[src/rtl/obs_render_multi.sv]
// Multi-slot obstacle renderer: per-line vertical pre-scan of shadowed slots,
// then priority horizontal hit test driving a registered sprite-ROM address.
module obs_render_multi #(
   parameter int CONV       = 0,
   parameter int N_OBS      = 3,
   parameter int TYPE_W     = 3,
   parameter int SPR_W_LOG2 = 1,
   parameter int SPR_H_LOG2 = 2,
   parameter int Y_TOP      = 30,
   localparam int W         = 10 - CONV,
   localparam int AW        = TYPE_W + SPR_H_LOG2 + SPR_W_LOG2
) (
   input  logic                  clk,
   input  logic                  rst,
   input  logic [W-1:0]          i_hpos,
   input  logic [W-1:0]          i_vpos,
   input  logic                  i_line_start,
   input  logic [N_OBS-1:0]      i_obs_valid,
   input  logic [N_OBS*TYPE_W-1:0] i_obs_type,
   input  logic [N_OBS*10-1:0]   i_obs_xpos,
   output logic [AW-1:0]         o_rom_addr,
   input  logic                  i_sprite_color,
   output logic                  o_color_obs,
   output logic                  o_busy,
   output logic [N_OBS-1:0]      o_row_mask
);

   localparam int IW = (N_OBS > 1) ? $clog2(N_OBS) : 1;
   localparam logic [W-1:0] H_LIM = W'(2 ** SPR_H_LOG2);
   localparam logic [W-1:0] W_LIM = W'(2 ** SPR_W_LOG2);
   localparam logic [IW-1:0] LAST = IW'(N_OBS - 1);

   typedef enum logic [1:0] {IDLE, SCAN, READY} state_t;

   state_t                  state, state_nx;
   logic [IW-1:0]           idx;
   logic [N_OBS-1:0]        valid_sh;
   logic [N_OBS*TYPE_W-1:0] type_sh;
   logic [N_OBS*10-1:0]     xpos_sh;
   logic [W-1:0]            y_off;
   logic                    hit_q;
   logic                    hit;
   logic [AW-1:0]           addr_nx;
   logic [W-1:0]            x_off;

   always_comb begin
      state_nx = state;
      if (i_line_start) begin
         state_nx = SCAN;
      end else begin
         case (state)
            SCAN:    if (idx == LAST) state_nx = READY;
            default: state_nx = state;
         endcase
      end
   end

   // Descending walk so the lowest-index hitting slot is the one that sticks.
   always_comb begin
      hit     = 1'b0;
      addr_nx = o_rom_addr;
      x_off   = '0;
      if (state == READY) begin
         for (int k = N_OBS - 1; k >= 0; k--) begin
            x_off = i_hpos - xpos_sh[k*10+CONV +: W];
            if (o_row_mask[k] && (x_off < W_LIM)) begin
               hit     = 1'b1;
               addr_nx = {type_sh[k*TYPE_W +: TYPE_W],
                          y_off[SPR_H_LOG2-1:0],
                          x_off[SPR_W_LOG2-1:0]};
            end
         end
      end
   end

   always_ff @(posedge clk or posedge rst) begin
      if (rst) begin
         state      <= IDLE;
         idx        <= '0;
         valid_sh   <= '0;
         type_sh    <= '0;
         xpos_sh    <= '0;
         y_off      <= '0;
         o_row_mask <= '0;
         o_rom_addr <= '0;
         hit_q      <= 1'b0;
         o_color_obs <= 1'b0;
      end else begin
         state       <= state_nx;
         hit_q       <= hit;
         o_rom_addr  <= addr_nx;
         o_color_obs <= hit_q & i_sprite_color;
         if (i_line_start) begin
            valid_sh   <= i_obs_valid;
            type_sh    <= i_obs_type;
            xpos_sh    <= i_obs_xpos;
            y_off      <= i_vpos - W'(Y_TOP);
            o_row_mask <= '0;
            idx        <= '0;
         end else if (state == SCAN) begin
            o_row_mask[idx] <= valid_sh[idx] && (y_off < H_LIM);
            if (idx != LAST) idx <= idx + 1'b1;
         end
      end
   end

   assign o_busy = (state == SCAN);

endmodule

[config.mk]
export PLATFORM = sky130hd
export DESIGN_NAME = obs_render_multi
export DESIGN_NICKNAME = d
export VERILOG_FILES = /design/src/rtl/obs_render_multi.sv
export SDC_FILE = /design/constraint.sdc
export NUM_CORES = 1
export LEC_CHECK = 0
export ABC_CLOCK_PERIOD_IN_PS = 5800
export BUFFER_PORTS_ARGS = -buffer_cell sky130_fd_sc_hd__buf_2
export CAP_MARGIN = 40
export CORE_AREA = 2 2 131 146
export CTS_CLUSTER_DIAMETER = 50
export DETAILED_ROUTE_END_ITERATION = 6
export DIE_AREA = 0 0 133 148
export PLACE_DENSITY = 0.37
export SLEW_MARGIN = 40
export SYNTH_ARGS = -nofsm -noshare
export SYNTH_HDL_FRONTEND = slang
export SYNTH_SLANG_ARGS = --single-unit
[constraint.sdc]
create_clock -name clk -period 5.8 [get_ports clk]
set_input_delay 0.58 -clock clk [delete_from_list [all_inputs] [get_ports clk]]
set_output_delay 0.58 -clock clk [all_outputs]
set_load 0.05 [all_outputs]
### Word level (Yosys, flattened, before mapping)

Index checks and enable logic that the tools add are counted.

* bitwise gates (word level): 1
* add/subtract/negate cells: 5
* multiplexer cells: 20
* reduce and logical (&&, ||, !) cells: 12
* order comparisons: 6
* eq/ne operators: 4

Operators with widths (count)
* < comparator 10 x 2 -> 1 bit, second input constant: 3
* subtractor 10 bit: 3
* 2-to-1 mux 6 bit: 3
* 2-to-1 mux 2 bit: 6
* < comparator 10 x 3 -> 1 bit, second input constant: 1
* subtractor 10 x 5 -> 10 bit, second input constant: 1
* 2-to-1 mux 1 bit: 6
* 2-to-1 mux 3 bit: 2
* AND reduction 2 bit: 3
* nonzero test 2 bit: 3
* logical AND 1 bit: 5
* == test 2 bit, second input constant: 2
* bitwise mux 3 bit: 1
* < comparator 2 x 3 -> 1 bit, second input constant: 1
* nonzero test 3 bit: 1
* adder 2 x 1 -> 2 bit, second input constant: 1
* binary-select mux 1 bit (select 2 bit): 1
* demux 1 bit (select 2 bit): 1
* == test 2 x 1 -> 1 bit, second input constant: 1
* greater-or-equal comparator 2 x 1 -> 1 bit, second input constant: 1
* != test 2 bit, second input constant: 1
* bitwise AND 1 bit: 1

* word-level logic and storage cells: 58
* bits of input ports: 66
* output and inout bits: 11
* bits in registers: 67

### Depth between registers and ports, before layout

* depth after elaboration: 7
* gate-level depth with buffers: 12
* mapped depth without buffers: 11

### Worst setup path after synthesis

OpenSTA, ideal clock, no wires.

* path kind: input to register
* from: input port i_hpos[0]
* to: register o_rom_addr[1]
* data arrival time: 3.188 ns
* data required time: 5.675 ns
* setup slack: 2.487 ns
* library setup time: 0.125 ns
* path buffers: 0
* stages on the path: 11
* cell sequence: inv_1 -> ha_1 -> fa_1 -> xor2_1 -> o2111ai_1 -> a2111oi_2 -> nand3_1 -> or4_4 -> o21ba_4 -> a21oi_4 -> mux2_4

* word-level cells in the longest chain between the ends: 5
* elaborated cells on any way between the ends: 13
* classes of those cells: add/sub: 3; order compare: 3; mux: 2; reduce/logical: 5

RTL lines
* start: declaration: RTL line 15 `input logic [W-1:0] i_hpos,`
* subtractor 10 bit: RTL line 65 `x_off = i_hpos - xpos_sh[k*10+CONV +: W];`
* < comparator 10 x 2 -> 1 bit: RTL line 66 `if (o_row_mask[k] && (x_off < W_LIM)) begin`
* logical AND 1 bit: RTL line 66
* nonzero test 3 bit (no source line) or 2-to-1 mux 6 bit (tied branches)
* AND reduction 2 bit (no source line) or 2-to-1 mux 6 bit (tied branches)
* end signal: assignment: RTL line 91 `o_rom_addr <= addr_nx;`
* end: declaration: RTL line 21 `output logic [AW-1:0] o_rom_addr,`

Parallel ways exist; a longest one is shown, timed or not.
A chain may end at the register's enable or synchronous reset.

### Worst setup path in the final report

Ends and elaborated chain as after synthesis.

==> reports/summary.md <==
Clocking
• number of clock buffers inserted by TritonCTS: 9
• number of hold buffers added after CTS: 0
• later-pin clock latency in the skew report: 0.35 ns
• number of sinks on the clock net: 67
• setup repair bufs after CTS: 0
• TritonCTS clock tree: done
• CTS H-tree lvls: 3
• Root Buffer Master: clkbuf_16
• number of instances resized during post-cts repair: 0
• maximum root-to-sink buffer count: 2
• Worst-path clk slew: 0.06 ns

Critical path
• launch instance of the worst register-to-register path: xpos_sh[20]
• class of the most critical setup path: primary input to register
• CP Max Fanout: 6
• Critical Path Start Type: primary input
• Critical R2R Capture: o_rom_addr[1]
• required time at the endpoint of the critical path: 6.03 ns
• flop-to-flop setup slack: 2.52 ns
• CP arrival: 3.53 ns
• category of the worst setup path capture point: register
• Worst Reg2Reg Path Length in Cells: 10

Placed design
• total of buffers placed on input and output ports: 76
• routability-driven placement congestion ratio: 0.788
• HPWL after detailed placement: 9260 um
• cell count after placement: 763
• Cell Area, Placed: 4930 um^2
• pre-CTS setup slack: 2.10 ns

Die
• starting density of the core: 23.6%
• area of the core: 18200 um^2
• chip height: 148 um
• width of the die: 133 um
• Die Area: 19700 um^2
• number of I/O pins: 77
• cell row count: 52

Timing
• Post-Route Hold Slack: 0.400 ns
• post-route setup slack: 2.50 ns
• count of endpoints failing setup in the final report: 0
• setup repair after global routing missed its margin: false
• Setup TNS: 0 ns
• Final Hold Viols: 0
• Setup Skew: 0.0121 ns
• post-layout minimum cycle time: 3.30 ns
• Tcrit/Tclk final: 56.9%
• relative slew slack: 57.2%
• Tightest Pin Transition: 0.643 ns
• Max Transition Viols Final: 0
• fmax: 0.303 GHz

Power
• net switching power: 0.487 mW
• reported leakage power: 2.34 nW
• internal power: 0.979 mW
• portion of total power attributed to combinational logic: 26.4%
• total power draw: 1.47 mW
• switching share of power: 33.2%
• sequential cell fraction of total power: 36.9%
• Worst IR Drop VDD: 128 uV
• clock network fraction of design power: 36.7%
• Power per Cell Area: 281 nW/um^2

Synthesis
• number of flops mapped to enable cells by yosys: 0
• post-synthesis cell area: 4290 um^2
• Synth cell types: 58
• main flop type after synthesis: dfrtp_1
• synthesized instance count: 455
• number of flip-flops and latches in the synthesized netlist: 67
• synthesized netlist net count: 555
• yosys synthesis warning count: 0
• average instance area after synthesis: 9.42 um^2
• sequential fraction of the synthesis area: 39.1%
• ys async rst share: 100%

Hold path
• type of the worst min-delay path: primary input to asynchronous set/reset pin

GRT
• largest net degree at the start of global routing: 68
• All-Layer GR Usage: 12.7%
• first-pass GRT wire length: 19300 um
• via count of the first global-routing pass: 3559
• initial antenna violation count: 0
• grt ovf: 0

Route
• vias: 3484
• final routed wirelength across all metal layers: 12100 um
• Avg Vias per Cell: 4.47
• Initial DRT Pass Iterations: 4
• Detailed Route Iter0 Violations: 164
• average detailed-routed wire length per instance: 15.5 um
• DRT antenna net count: 0
• number of DRC violations after detailed routing: 0

Job
• Max-cap violations: 0

Cells and area
• share of post-route cells with drive strength above 1: 24.8%
• count of non-filler cells in the finished layout: 779
• Antenna diodes: 0
• final design instance area without fill: 5220 um^2
• leading cell type in the layout, fill and taps excluded: buf_2
• Area growth, synth to finish: 21.8%
• share of the core filled with cells: 28.8%
• commonest cells after routing, fill and taps aside: buf_2 (75), dfrtp_1 (67), nand2_1 (53)
• number of nets in the final layout: 631

Status
• run status: complete, no violations

==> metal layers <==
metal	track usage (%)	vias to the layer above	wire, um	part of all wire [%]
li1	-	1757	-	-
met1	17.1	1638	5940	49
met2	19.6	74	5310	44
met3	2.64	15	531	4.4
met4	5.75	0	282	2.3
met5	0	-	0	0
==> critical path, cell delays in order <==
cell and delay, ns:
buf_2 0.09, inv_1 0.07, ha_1 0.24, fa_1 0.49, nand2_1 0.05, a2111oi_0 0.36, o221a_1 0.24, o2111ai_1 0.10
a2111oi_0 0.54, o21ba_4 0.27, a21oi_4 0.20, mux2_4 0.31
==> cells by family (layout without fill, tap and decap cells) <==
kind of cell | count (synthesis) | after routing | synth area share (%)
flops | 67 | 67 | 39.1
simple gates | 133 | 133 | 14.9
fa+ha+maj | 34 | 34 | 10.5
xor+xnor | 19 | 19 | 4.06
buf+inv | 50 | 131 | 4.58
mux | 33 | 33 | 8.61
compound gates | 119 | 119 | 18.2
==> synth_stat cells (3+ instances only) <==
| cell type | instances | share of area [%] |
|---|---|---|
| a211oi_1 | 3 | 0.53 |
| a21o_1 | 9 | 1.6 |
| a21oi_1 | 25 | 2.9 |
| a2bb2oi_1 | 3 | 0.61 |
| a31oi_1 | 7 | 1.0 |
| buf_1 | 3 | 0.26 |
| clkbuf_1 | 8 | 0.70 |
| dfrtp_1 | 67 | 39 |
| fa_1 | 3 | 1.4 |
| ha_1 | 31 | 9.1 |
| inv_1 | 37 | 3.2 |
| mux2_2 | 22 | 5.8 |
| mux2i_1 | 8 | 1.9 |
| nand2_1 | 53 | 4.6 |
| nand2b_1 | 11 | 1.6 |
| nand3_1 | 11 | 1.3 |
| nor2_1 | 29 | 2.5 |
| nor2b_1 | 11 | 1.6 |
| nor3_1 | 3 | 0.35 |
| o2111ai_1 | 6 | 1.2 |
| o21ai_0 | 35 | 4.1 |
| o21ai_1 | 8 | 0.93 |
| o31ai_1 | 5 | 0.88 |
| xnor2_1 | 13 | 2.7 |
| xor2_1 | 5 | 1.0 |
==> sequential cells by signal, indices dropped and copies added (netlist names) <==
| name | cells |
|---|---|
| type_sh | 9 |
| o_rom_addr | 6 |
| y_off | 10 |
| valid_sh | 3 |
| idx | 2 |
| o_color_obs | 1 |
| state | 2 |
| o_row_mask | 3 |
| hit_q | 1 |
| xpos_sh | 30 |
==> worst max path at each step <==
stage,from,end,slack (ns),cells past startpoint
after floorplan,i_hpos[0],o_rom_addr[1],2.49,11
after global placement,i_hpos[0],o_rom_addr[2],2.17,12
after detailed placement,i_hpos[0],o_rom_addr[2],2.10,12
after CTS,xpos_sh[20],o_rom_addr[1],2.47,10
after global routing,i_hpos[0],o_rom_addr[0],2.35,12
final,i_hpos[0],o_rom_addr[1],2.50,12
==> power groups by stage <==
stage | logic, mW | clock network, mW | registers (mW)
3_5_place_dp | 0.389 | 0 | 0.550
4_1_cts | 0.393 | 0.560 | 0.541
6_report | 0.387 | 0.538 | 0.540
3_3_place_gp | 0.395 | 0 | 0.549
5_1_grt | 0.436 | 0.580 | 0.546
2_1_floorplan | 0.289 | 0 | 0.541
==> area by class of cell <==
type	instances	area [um^2]
Fill cell	1946	12900
Timing Repair Buffer	78	402
Clock buffer	10	239
Sequential cell	67	1680
Clock inverter	6	48.8
Multi-Input combinational cell	338	2410
Tap cell	243	304
Inverter	37	139
No activity file was read; power rests on OpenSTA's default activity.
